## src/rtl/menu_select_ctrl.sv

```systemverilog
// Vertical menu sequencer: keypad navigation with auto-repeat, confirm flash,
// and per-button REGU/SLCT/FREE type selection for the button drawing objects.
module menu_select_ctrl #(
    parameter int unsigned NUM_BUTTONS  = 4,
    parameter int unsigned WRAP         = 1,
    parameter int unsigned REPEAT_DELAY = 20,
    parameter int unsigned REPEAT_RATE  = 6,
    parameter int unsigned FLASH_FRAMES = 16
) (
    input  logic                     clk,
    input  logic                     reset,
    input  logic                     startOfFrame,
    input  logic                     menu_start,
    input  logic                     menu_abort,
    input  logic                     key_up,
    input  logic                     key_down,
    input  logic                     key_enter,
    output logic [3*NUM_BUTTONS-1:0] button_types,
    output logic [2:0]               selected_index,
    output logic                     menu_active,
    output logic                     choice_valid,
    output logic [2:0]               choice_index
);

    localparam int unsigned HW = $clog2(REPEAT_DELAY + 1);
    localparam int unsigned FW = ($clog2(FLASH_FRAMES + 1) < 2) ? 2 : $clog2(FLASH_FRAMES + 1);
    localparam logic [2:0]  LAST = 3'(NUM_BUTTONS - 1);
    localparam logic [2:0]  FREE = 3'b000;
    localparam logic [2:0]  REGU = 3'b001;
    localparam logic [2:0]  SLCT = 3'b010;

    typedef enum logic [1:0] {IDLE, NAVIGATE, CONFIRM, DONE} state_t;

    state_t                   state, state_n;
    logic                     up_d, down_d, enter_d;
    logic [HW-1:0]            hold_cnt, hold_n, hold_inc;
    logic [FW-1:0]            flash_cnt, flash_n, flash_inc;
    logic [2:0]               sel_n, ci_n;
    logic                     cv_n, active_n;
    logic [3*NUM_BUTTONS-1:0] types_n;
    logic                     up_press, down_press, enter_press;

    function automatic logic [2:0] step_up(input logic [2:0] idx);
        if (idx == 3'd0)
            return (WRAP != 0) ? LAST : 3'd0;
        return idx - 3'd1;
    endfunction

    function automatic logic [2:0] step_down(input logic [2:0] idx);
        if (idx == LAST)
            return (WRAP != 0) ? 3'd0 : LAST;
        return idx + 3'd1;
    endfunction

    assign up_press    = key_up & ~up_d;
    assign down_press  = key_down & ~down_d;
    assign enter_press = key_enter & ~enter_d;

    always_comb begin
        state_n   = state;
        sel_n     = selected_index;
        hold_n    = hold_cnt;
        flash_n   = flash_cnt;
        cv_n      = 1'b0;
        ci_n      = choice_index;
        hold_inc  = hold_cnt + HW'(1);
        flash_inc = flash_cnt + FW'(1);

        case (state)
            IDLE: begin
                hold_n = '0;
                if (menu_start) begin
                    state_n = NAVIGATE;
                    sel_n   = 3'd0;
                end
            end
            NAVIGATE: begin
                if (menu_abort) begin
                    state_n = IDLE;
                    hold_n  = '0;
                end else if (enter_press) begin
                    state_n = CONFIRM;
                    flash_n = '0;
                    hold_n  = '0;
                end else begin
                    if (up_press && !down_press)
                        sel_n = step_up(selected_index);
                    else if (down_press && !up_press)
                        sel_n = step_down(selected_index);
                    // Repeat only counts while exactly one key is held with no fresh edge.
                    if (up_press || down_press || (key_up == key_down)) begin
                        hold_n = '0;
                    end else if (startOfFrame) begin
                        if (hold_inc == HW'(REPEAT_DELAY)) begin
                            hold_n = HW'(REPEAT_DELAY - REPEAT_RATE);
                            sel_n  = key_up ? step_up(selected_index) : step_down(selected_index);
                        end else begin
                            hold_n = hold_inc;
                        end
                    end
                end
            end
            CONFIRM: begin
                hold_n = '0;
                if (menu_abort) begin
                    state_n = IDLE;
                end else if (startOfFrame) begin
                    flash_n = flash_inc;
                    if (flash_inc == FW'(FLASH_FRAMES)) begin
                        state_n = DONE;
                        cv_n    = 1'b1;
                        ci_n    = selected_index;
                    end
                end
            end
            DONE: begin
                state_n = IDLE;
            end
            default: state_n = IDLE;
        endcase

        active_n = (state_n == NAVIGATE) || (state_n == CONFIRM);
        for (int unsigned i = 0; i < NUM_BUTTONS; i++) begin
            types_n[3*i +: 3] = FREE;
            if (state_n == NAVIGATE)
                types_n[3*i +: 3] = (3'(i) == sel_n) ? SLCT : REGU;
            else if (state_n == CONFIRM || state_n == DONE)
                types_n[3*i +: 3] = (3'(i) == sel_n) ? (flash_n[1] ? REGU : SLCT) : REGU;
        end
    end

    always_ff @(posedge clk) begin
        if (reset) begin
            state          <= IDLE;
            up_d           <= 1'b0;
            down_d         <= 1'b0;
            enter_d        <= 1'b0;
            hold_cnt       <= '0;
            flash_cnt      <= '0;
            selected_index <= 3'd0;
            choice_index   <= 3'd0;
            choice_valid   <= 1'b0;
            menu_active    <= 1'b0;
            button_types   <= '0;
        end else begin
            state          <= state_n;
            up_d           <= key_up;
            down_d         <= key_down;
            enter_d        <= key_enter;
            hold_cnt       <= hold_n;
            flash_cnt      <= flash_n;
            selected_index <= sel_n;
            choice_index   <= ci_n;
            choice_valid   <= cv_n;
            menu_active    <= active_n;
            button_types   <= types_n;
        end
    end

endmodule

```

## config.mk

```make
export PLATFORM = sky130hd
export DESIGN_NAME = menu_select_ctrl
export DESIGN_NICKNAME = d
export VERILOG_FILES = /design/src/rtl/menu_select_ctrl.sv
export SDC_FILE = /design/constraint.sdc
export NUM_CORES = 1
export LEC_CHECK = 0
export BUFFER_PORTS_ARGS = -buffer_cell sky130_fd_sc_hd__clkbuf_2
export CAP_MARGIN = 20
export CORE_UTILIZATION = 50
export DETAILED_ROUTE_END_ITERATION = 16
export PLACE_DENSITY = 0.71
export SYNTH_ARGS = -nofsm -noshare
export SYNTH_HDL_FRONTEND = slang
export SYNTH_SLANG_ARGS = --single-unit
```

## constraint.sdc

```tcl
create_clock -name clk -period 5.58 [get_ports clk]
set_input_delay 1.116 -clock clk [delete_from_list [all_inputs] [get_ports clk]]
set_output_delay 1.116 -clock clk [all_outputs]
set_load 0.01 [all_outputs]
```

==> reports/results.txt, run 1 <==
The run gives 2 as the worst-case clock buffer depth. Once layout is complete, the utilization of the core stands at 61.26%. The first-pass GRT wire length is 7017 microns. The tools report the critical path endpoint category as a flip-flop.

Ranked by total cell area, the synthesized netlist is headed by sky130_fd_sc_hd__dfxtp_1, sky130_fd_sc_hd__ha_1, sky130_fd_sc_hd__nor2_1. Number of antenna violations at the first check in global routing: 0. TritonCTS built the clock tree. The number of clock buffers inserted by TritonCTS was 5.

The signal on the critical path passes through clkbuf_2, nor2b_1, o21ai_0, o211a_1, o2bb2ai_1, inv_1, ha_1, nor2_1, nor4b_2, nor3b_1. The number of DRC violations after detailed routing came out at 0. The fraction of registers with async set or reset after synthesis was 0%. The clock sink count came out at 31. For this run the aggregate overflow at the end of global routing stands at 0. For the worst-skew pair, the clock arrives at the later sink with an insertion delay of 280 ps. The tools report the count of final max-slew check failures as 0. After synthesis, the netlist uses 54 different library cells. The area of all placed cells without fillers is 2125 sq um. The analysis attributes to cell leakage a power of 0.0009001 uW. The length of the first detailed-routing pass in iterations is 4, and the level count of the clock H-tree is 2. The buffer and inverter count on the worst path was 2; the arrival time of data at the critical path endpoint was 2940 ps. The tools report the maximum ir drop on the vdd rail as 0.1836 mV. The area growth from synthesis to layout is 12.90%.

The number of global-route vias before repair came out at 1519. The required time reported for the critical path endpoint was 5730 ps; the portion of synthesized cell area occupied by the leading cell type was 32.98%. In this design, the stage delay of the slowest critical-path cell is 350 ps.

The fraction of layout cells with a size suffix above 1 was 16.67%; the minimum clock period was 2794 ps. The tools report the maximum clock rate as 357.9 MHz. The post-synthesis sequential element count is 31. For the post-cts sizing count, the log shows 0. The flow ran to the end, and the final reports show no timing, DRC or antenna violations. The type of the worst setup path was in -> reg. Setup violations remaining at the end of the flow were counted as 0. Headroom to the max-slew limit came out at 34.50%.

The mean area per synthesized cell came out at 8.439 sq um. For this design the ratio of total power to cell area is 252.9 nW/um^2. Clock-pin slew was measured on the worst setup and hold paths at 60 ps. The slowest cell on the critical path is sky130_fd_sc_hd__nor2b_1. Final weighted congestion of routability-driven global placement: 0.9203. In the synthesized netlist, the cells that appear most often are sky130_fd_sc_hd__dfxtp_1, sky130_fd_sc_hd__nor2_1, sky130_fd_sc_hd__a21oi_1. Initial cell density of the core: 54.26%. The final-report hold violation count was 0. The dominant cell by count in the synthesized netlist is sky130_fd_sc_hd__dfxtp_1.

The logs give 4013 sq um for the area of the die and 0 for the count of nets left with antenna violations after detail routing. Setup repair after global routing left no endpoint under its margin. The tools report the instance area at placement as 2007 sq um. The HPWL after detailed placement is 2903 microns. The total number of placement rows came out at 21.

The height of the chip was 63.35 microns. The run gives 318 as the final-layout fill cell count. The number of antenna diodes in the final layout is 0. Of all cell types, the one taking the most synthesized area is sky130_fd_sc_hd__dfxtp_1. The run gives 28 as the I/O pin count. The highest fanout seen on the critical path works out to 6. The share of the yosys chip area belonging to registers was 32.98%. The die is 63.35 microns wide.

In the synthesized netlist, the number of instances is 223. Broken down by cell family, the worst path's largest delay share belongs to simple AND/OR/NAND/NOR gates. Summed over all failing endpoints, the final setup total negative slack is 0 ps.

For the clock skew after layout, the log shows 6.003 ps. The clock root buffer master was sky130_fd_sc_hd__clkbuf_8. For the pin with the worst max-slew slack, the measured transition is 973.5 ps.

The logs give 96 for the violation count after the first detailed-routing iteration and 265 for the net count reported at finish. The logs give 25 for the maximum number of pins on one net before global-route repair and 22.04% for the total track usage. The critical path launch point type is an input port. The region available for standard cell placement spans 3468 sq um. Total via count after detailed routing: 1619. The cell area that synthesis handed to floorplanning was 1882 sq um.

Quantity of I/O buffers inserted on ports: 23. Max-cap violations in this run came to 0. Counting flops with a built-in enable in the synthesized netlist gives 0.

The tools report the worst hold slack across all endpoints as 497.9 ps. The tightest min-delay check is of the reg -> reg type. Dividing the detail-routed wire length by the instance count gives 13.30 microns.

The buffers inserted during post-CTS setup optimization is 0, and the power after layout is 537.4 uW. The final period utilization was 50.07%. The final layout contains routed wiring with a total length of 3884 microns. The Yosys step of the flow raised 0 warnings. The most common flop cell mapped by yosys is sky130_fd_sc_hd__dfxtp_1. The number of hold buffers added after CTS was 0.

In the routed layout, each cell is associated on average with a via count of 5.545.
[cells by family (layout without fill, tap and decap cells)]
logic type,count (synthesis),after routing,synth area share (%)
buffers and inverters,23,43,5.518
other,1,4,0.1993
flip-flops,31,31,32.98
XOR/XNOR,3,3,1.397
AND/OR/NAND/NOR,91,91,27.86
AO/OA/AOI/OAI,54,54,19.81
adder cells (fa/ha/maj),12,12,7.979
multiplexers,8,8,4.255
[layout make-up]
| type | instances | area, sq um | area share [%] |
|---|---|---|---|
| multi-input combinational | 172 | 1169 | 55.01 |
| sequential | 31 | 620.6 | 29.21 |
| tap | 46 | 57.56 | 2.709 |
| clock buffer | 6 | 82.58 | 3.887 |
| inverter | 12 | 45.04 | 2.120 |
| timing repair buffer | 23 | 115.1 | 5.418 |
| clock inverter | 2 | 35.03 | 1.649 |
[worst paths after layout]
check                                 end  cells after the start  slack (ps)                    startpoint
max            button_types[1]$_SDFF_PP0_                     10        2790                     key_enter
min reg2reg  choice_index[1]$_SDFFE_PP0P_                      2         500  choice_index[1]$_SDFFE_PP0P_
max reg2reg    button_types[4]$_SDFF_PP0_                     11        2880       flash_cnt[1]$_SDFF_PP0_
min          choice_index[1]$_SDFFE_PP0P_                      2         500  choice_index[1]$_SDFFE_PP0P_
[layer usage]
metal  vias up  GRT usage, %  wire length, microns
met5         -             0                     0
met1       734         29.61                  1875
met3         8         4.891                   223
met2        46         35.24                  1720
met4         0         5.966                    64
li1        831             -                     -
[worst register-to-register path, cell delays in order, from the launching register on]
cell and delay (ps):
sky130_fd_sc_hd__dfxtp_1 410, sky130_fd_sc_hd__ha_1 250, sky130_fd_sc_hd__nand3_1 170, sky130_fd_sc_hd__xor2_1 190, sky130_fd_sc_hd__nor3_1 270, sky130_fd_sc_hd__o211a_1 190, sky130_fd_sc_hd__o2bb2ai_1 110, sky130_fd_sc_hd__inv_1 100
sky130_fd_sc_hd__ha_1 170, sky130_fd_sc_hd__nor2_1 90, sky130_fd_sc_hd__or4_4 560, sky130_fd_sc_hd__nor3_2 110
[state kept, by name (all words and copies together), names as in the netlist, 2 cells and up]
name and flops:
button_types 8, state 2, selected_index 3, hold_cnt 5
choice_index 3, flash_cnt 5
[through the flow]
step / cells / setup slack, ps
after floorplan: 226 / 2774
after global placement: 284 / 2576
after detailed placement: 284 / 2568
after CTS: 292 / 2835
after global routing: 292 / 2591
final: 292 / 2786
[placed cells by master, fill, tap and decap left out, types with 3 or more instances in the layout]
master / instances
sky130_fd_sc_hd__dfxtp_1: 31
sky130_fd_sc_hd__nor2_1: 26
sky130_fd_sc_hd__clkbuf_2: 23
sky130_fd_sc_hd__a21oi_1: 16
sky130_fd_sc_hd__nand2_1: 14
sky130_fd_sc_hd__ha_1: 12
sky130_fd_sc_hd__inv_1: 11
sky130_fd_sc_hd__nor2b_1: 11
sky130_fd_sc_hd__o21ai_0: 11
sky130_fd_sc_hd__mux2i_1: 8
sky130_fd_sc_hd__nand3_1: 7
sky130_fd_sc_hd__clkbuf_8: 6
sky130_fd_sc_hd__nor3_1: 5
sky130_fd_sc_hd__nand2b_1: 5
sky130_fd_sc_hd__nor3b_1: 4
sky130_fd_sc_hd__conb_1: 4
sky130_fd_sc_hd__a221oi_1: 3
sky130_fd_sc_hd__o211ai_1: 3
[report_power, final]
| group | switching (uW) | internal (uW) |
|---|---|---|
| registers | 5.32 | 230 |
| clock network | 81.1 | 144 |
| logic | 48.0 | 28.6 |
(Power assumes the default switching activity.)
==> run 2: changes to the inputs <==
clock period = 2.6 ns   (was 5.58 ns; I/O delays follow)
==> run 2 against run 1 <==
- combinational power rose by 130%
- wire length rose by 3.2%
- register-to-register slack got worse by 2700 ps
- sequential power rose by 110%
- core utilization rose by 1.5 points
- clock-buffer cell count rose by 1
- final cell count rose by 1.4%
- critical path depth rose by 1
- setup slack got worse by 2600 ps
- sequential share of layout area fell by 0.59 points
- first-iteration DRC count fell by 21%
- largest power group unchanged
==> reports/results.txt, run 2 (synthesis results as in run 1) <==
Type of the worst setup path: reg -> reg. Static timing analysis puts the maximum clock frequency at 407.8 MHz. The number of DRC violations after detailed routing was 0. Dividing the final minimum period by the clock period gives 94.31%.

Data arrives at the worst endpoint at 2670 ps. Counting I/O delays and the setup requirement, the final critical path takes 2452 ps. The fraction of layout cells with a size suffix above 1 is 21.20%. The finished layout holds 296 standard cells, fillers aside. The clock net in this run drives a total of 31 sinks. The first global-routing pass estimated 6782 microns of wire. The clock latency on the worst-skew pair is 280 ps. The post-detailed-route wirelength per cell is 13.54 microns. After clock tree synthesis, the setup repair step added 0 buffers.

The routed wire length was 4009 microns. Cell total after placement: 288. Across the run, the number of max-cap violations was 0.

For this design the top-level I/O count stands at 28. Power spread over the standard cell area amounts to 508.0 nW/um^2. TritonCTS built the clock tree. The critical path launch point type is a flip-flop. The maximum number of pins on one net before global-route repair was 25; the detailed placement HPWL was 2912 microns.

The count of nets left with antenna violations once routing finished came out at 0. For the net count reported at finish, the log shows 269. The H-tree generated during clock tree synthesis spans 2 levels. The number of antenna violations at the first check in global routing is 0, and the register clock-pin slew on the reported worst setup and hold paths is 70 ps. STA classifies the critical path endpoint as a flip-flop. After routing, the total negative slack on setup checks comes to 0 ps.

For the number of global-route vias before repair, the log shows 1502. The horizontal extent of the die is 63.35 microns. In this run the worst path has a maximum fanout of 5. For the worst setup path, the data required time is 2820 ps. The floorplan step defined a die boundary enclosing 4013 sq um. The vias per cell was 5.534; the maximum ir drop on the vdd rail was 0.3428 mV. The first TritonRoute pass finished after 4 iterations. The most frequent standard cell in the layout excluding fill and tap cells is sky130_fd_sc_hd__dfxtp_1. The clock network burns 38.7% of the power.

Sequential cells account for 45.6% of the total power. The tools report the placeable core region as 3468 sq um. For this configuration, the core starts out at a cell density of 54.26%. The largest registers in the layout are button_types: 8 flops, flash_cnt: 5 flops, hold_cnt: 5 flops.

The internal power of the cells totals 801.9 uW. The switching power was 304.1 uW. Net switching is 27.50% of the power.

Type of the worst min-delay path: in -> reg. The top cell types in the final layout, fill and taps aside, are sky130_fd_sc_hd__dfxtp_1, sky130_fd_sc_hd__nor2_1, sky130_fd_sc_hd__clkbuf_2. For flop-to-flop paths, the worst setup slack is 150 ps. For the remaining global-route overflow, the log shows 0. The clock root buffer master is sky130_fd_sc_hd__clkbuf_8. The total number of placement rows was 21; the flip-flop count of the largest register, all copies and words added was 8.

The tools report the count of final max-slew check failures as 0. Compared with the post-synthesis result, the final layout area differs by 15.69%. For the number of endpoints failing setup at the final stage, the log shows 0. The quantity of I/O buffers inserted on ports came out at 23. The longest clock path from root to sink contains 2 buffers. The repair_antennas step left the layout with diodes totalling 0.

The run gives 15.6% as the logic gate share of total power. For this design the static power due to leakage is 0.0009186 uW. For the final-report hold violation count, the log shows 0.

The run finished with clean final reports. The register with the most flip-flops is button_types. Final cell utilization of the core: 62.77%. OpenSTA, run right after detailed placement, puts the worst setup slack at 59.24 ps.

In the global route stage, overall resource usage came out at 22.12%. In this run, the number of DRC markers left after iteration 0 of detailed routing was 76. TritonCTS created 5 clock buffers. For the final weighted congestion of routability-driven global placement, the log shows 0.8555. For this block, the via count after detailed routing is 1638.

In the post-route analysis, the smallest setup slack over all paths is 147.9 ps. At the pin with the least slew margin, the transition time is 674.8 ps. The count of hold-fix buffers inserted at cts was 0. The relative slew slack was 55.01%; the power after layout was 1106 uW. For the clock skew after layout, the log shows 4.208 ps. Height of the chip: 63.35 microns.
[run 2: cell types whose count changed in the layout (fill, tap and decap cells not counted), moves of 2 or more]
cell,before,now
sky130_fd_sc_hd__dfxtp_1,31,29
sky130_fd_sc_hd__ha_1,12,10
sky130_fd_sc_hd__ha_2,0,2
sky130_fd_sc_hd__dfxtp_2,0,2
sky130_fd_sc_hd__buf_4,0,4
[run 2: worst max-delay path, cell delays in order, from the launching register on]
cell                        delay (ps)
sky130_fd_sc_hd__dfxtp_2           370
sky130_fd_sc_hd__ha_2              230
sky130_fd_sc_hd__xnor2_1           120
sky130_fd_sc_hd__nand4_1           150
sky130_fd_sc_hd__nor3_2            210
sky130_fd_sc_hd__o211a_1           160
sky130_fd_sc_hd__o2bb2ai_1         110
sky130_fd_sc_hd__inv_1             100
sky130_fd_sc_hd__ha_1              180
sky130_fd_sc_hd__nor2_2             80
sky130_fd_sc_hd__or4_4             560
sky130_fd_sc_hd__nor3_2            110
[run 2: repair_timing]
action,in CTS,in global routing
gates resized for setup,0,9
endpoints found under the hold margin,0,0
setup endpoints to repair,0,8
[run 2: path summary, 6_finish.rpt]
check | startpoint | end | cells past startpoint
max | flash_cnt[1]$_SDFF_PP0_ | button_types[10]$_SDFF_PP0_ | 11
min | key_enter | enter_d$_SDFF_PP0_ | 2
max reg2reg | flash_cnt[1]$_SDFF_PP0_ | button_types[10]$_SDFF_PP0_ | 11
min reg2reg | choice_index[1]$_SDFFE_PP0P_ | choice_index[1]$_SDFFE_PP0P_ | 2
[run 2: layout make-up]
class | instances | area [sq um]
Multi-Input combinational cell | 172 | 1202
Inverter | 12 | 45.04
Tap cell | 46 | 57.56
Timing Repair Buffer | 27 | 145.1
Clock inverter | 1 | 7.507
Clock buffer | 7 | 96.34
Fill cell | 324 | 1291
Sequential cell | 31 | 623.1
[run 2: power groups by stage]
stage                     combinational (uW)  sequential (uW)  clock [uW]
after floorplan                          117              521           0
after CTS                                169              505         443
final                                    173              505         428
after global routing                     190              507         468
after detailed placement                 168              516           0
after global placement                   167              516           0
[run 2: metrics by stage]
step / area (sq um) / hold slack (ps)
after floorplan: 1893 / 494.0
final: 2177 / 477.3
after CTS: 2141 / 466.7
after global routing: 2177 / 494.7
after detailed placement: 2037 / 487.4
after global placement: 2037 / 479.4
[run 2: routing by layer]
| metal | share of wire [%] | global-route usage [%] | routed length, microns | up-vias |
|---|---|---|---|---|
| met5 | 0 | 0 | 0 | - |
| met4 | 1.1 | 9.375 | 45 | 0 |
| met3 | 3.7 | 5.978 | 150 | 6 |
| met2 | 44 | 32.71 | 1773 | 33 |
| met1 | 51 | 29.96 | 2039 | 756 |
| li1 | - | - | - | 843 |
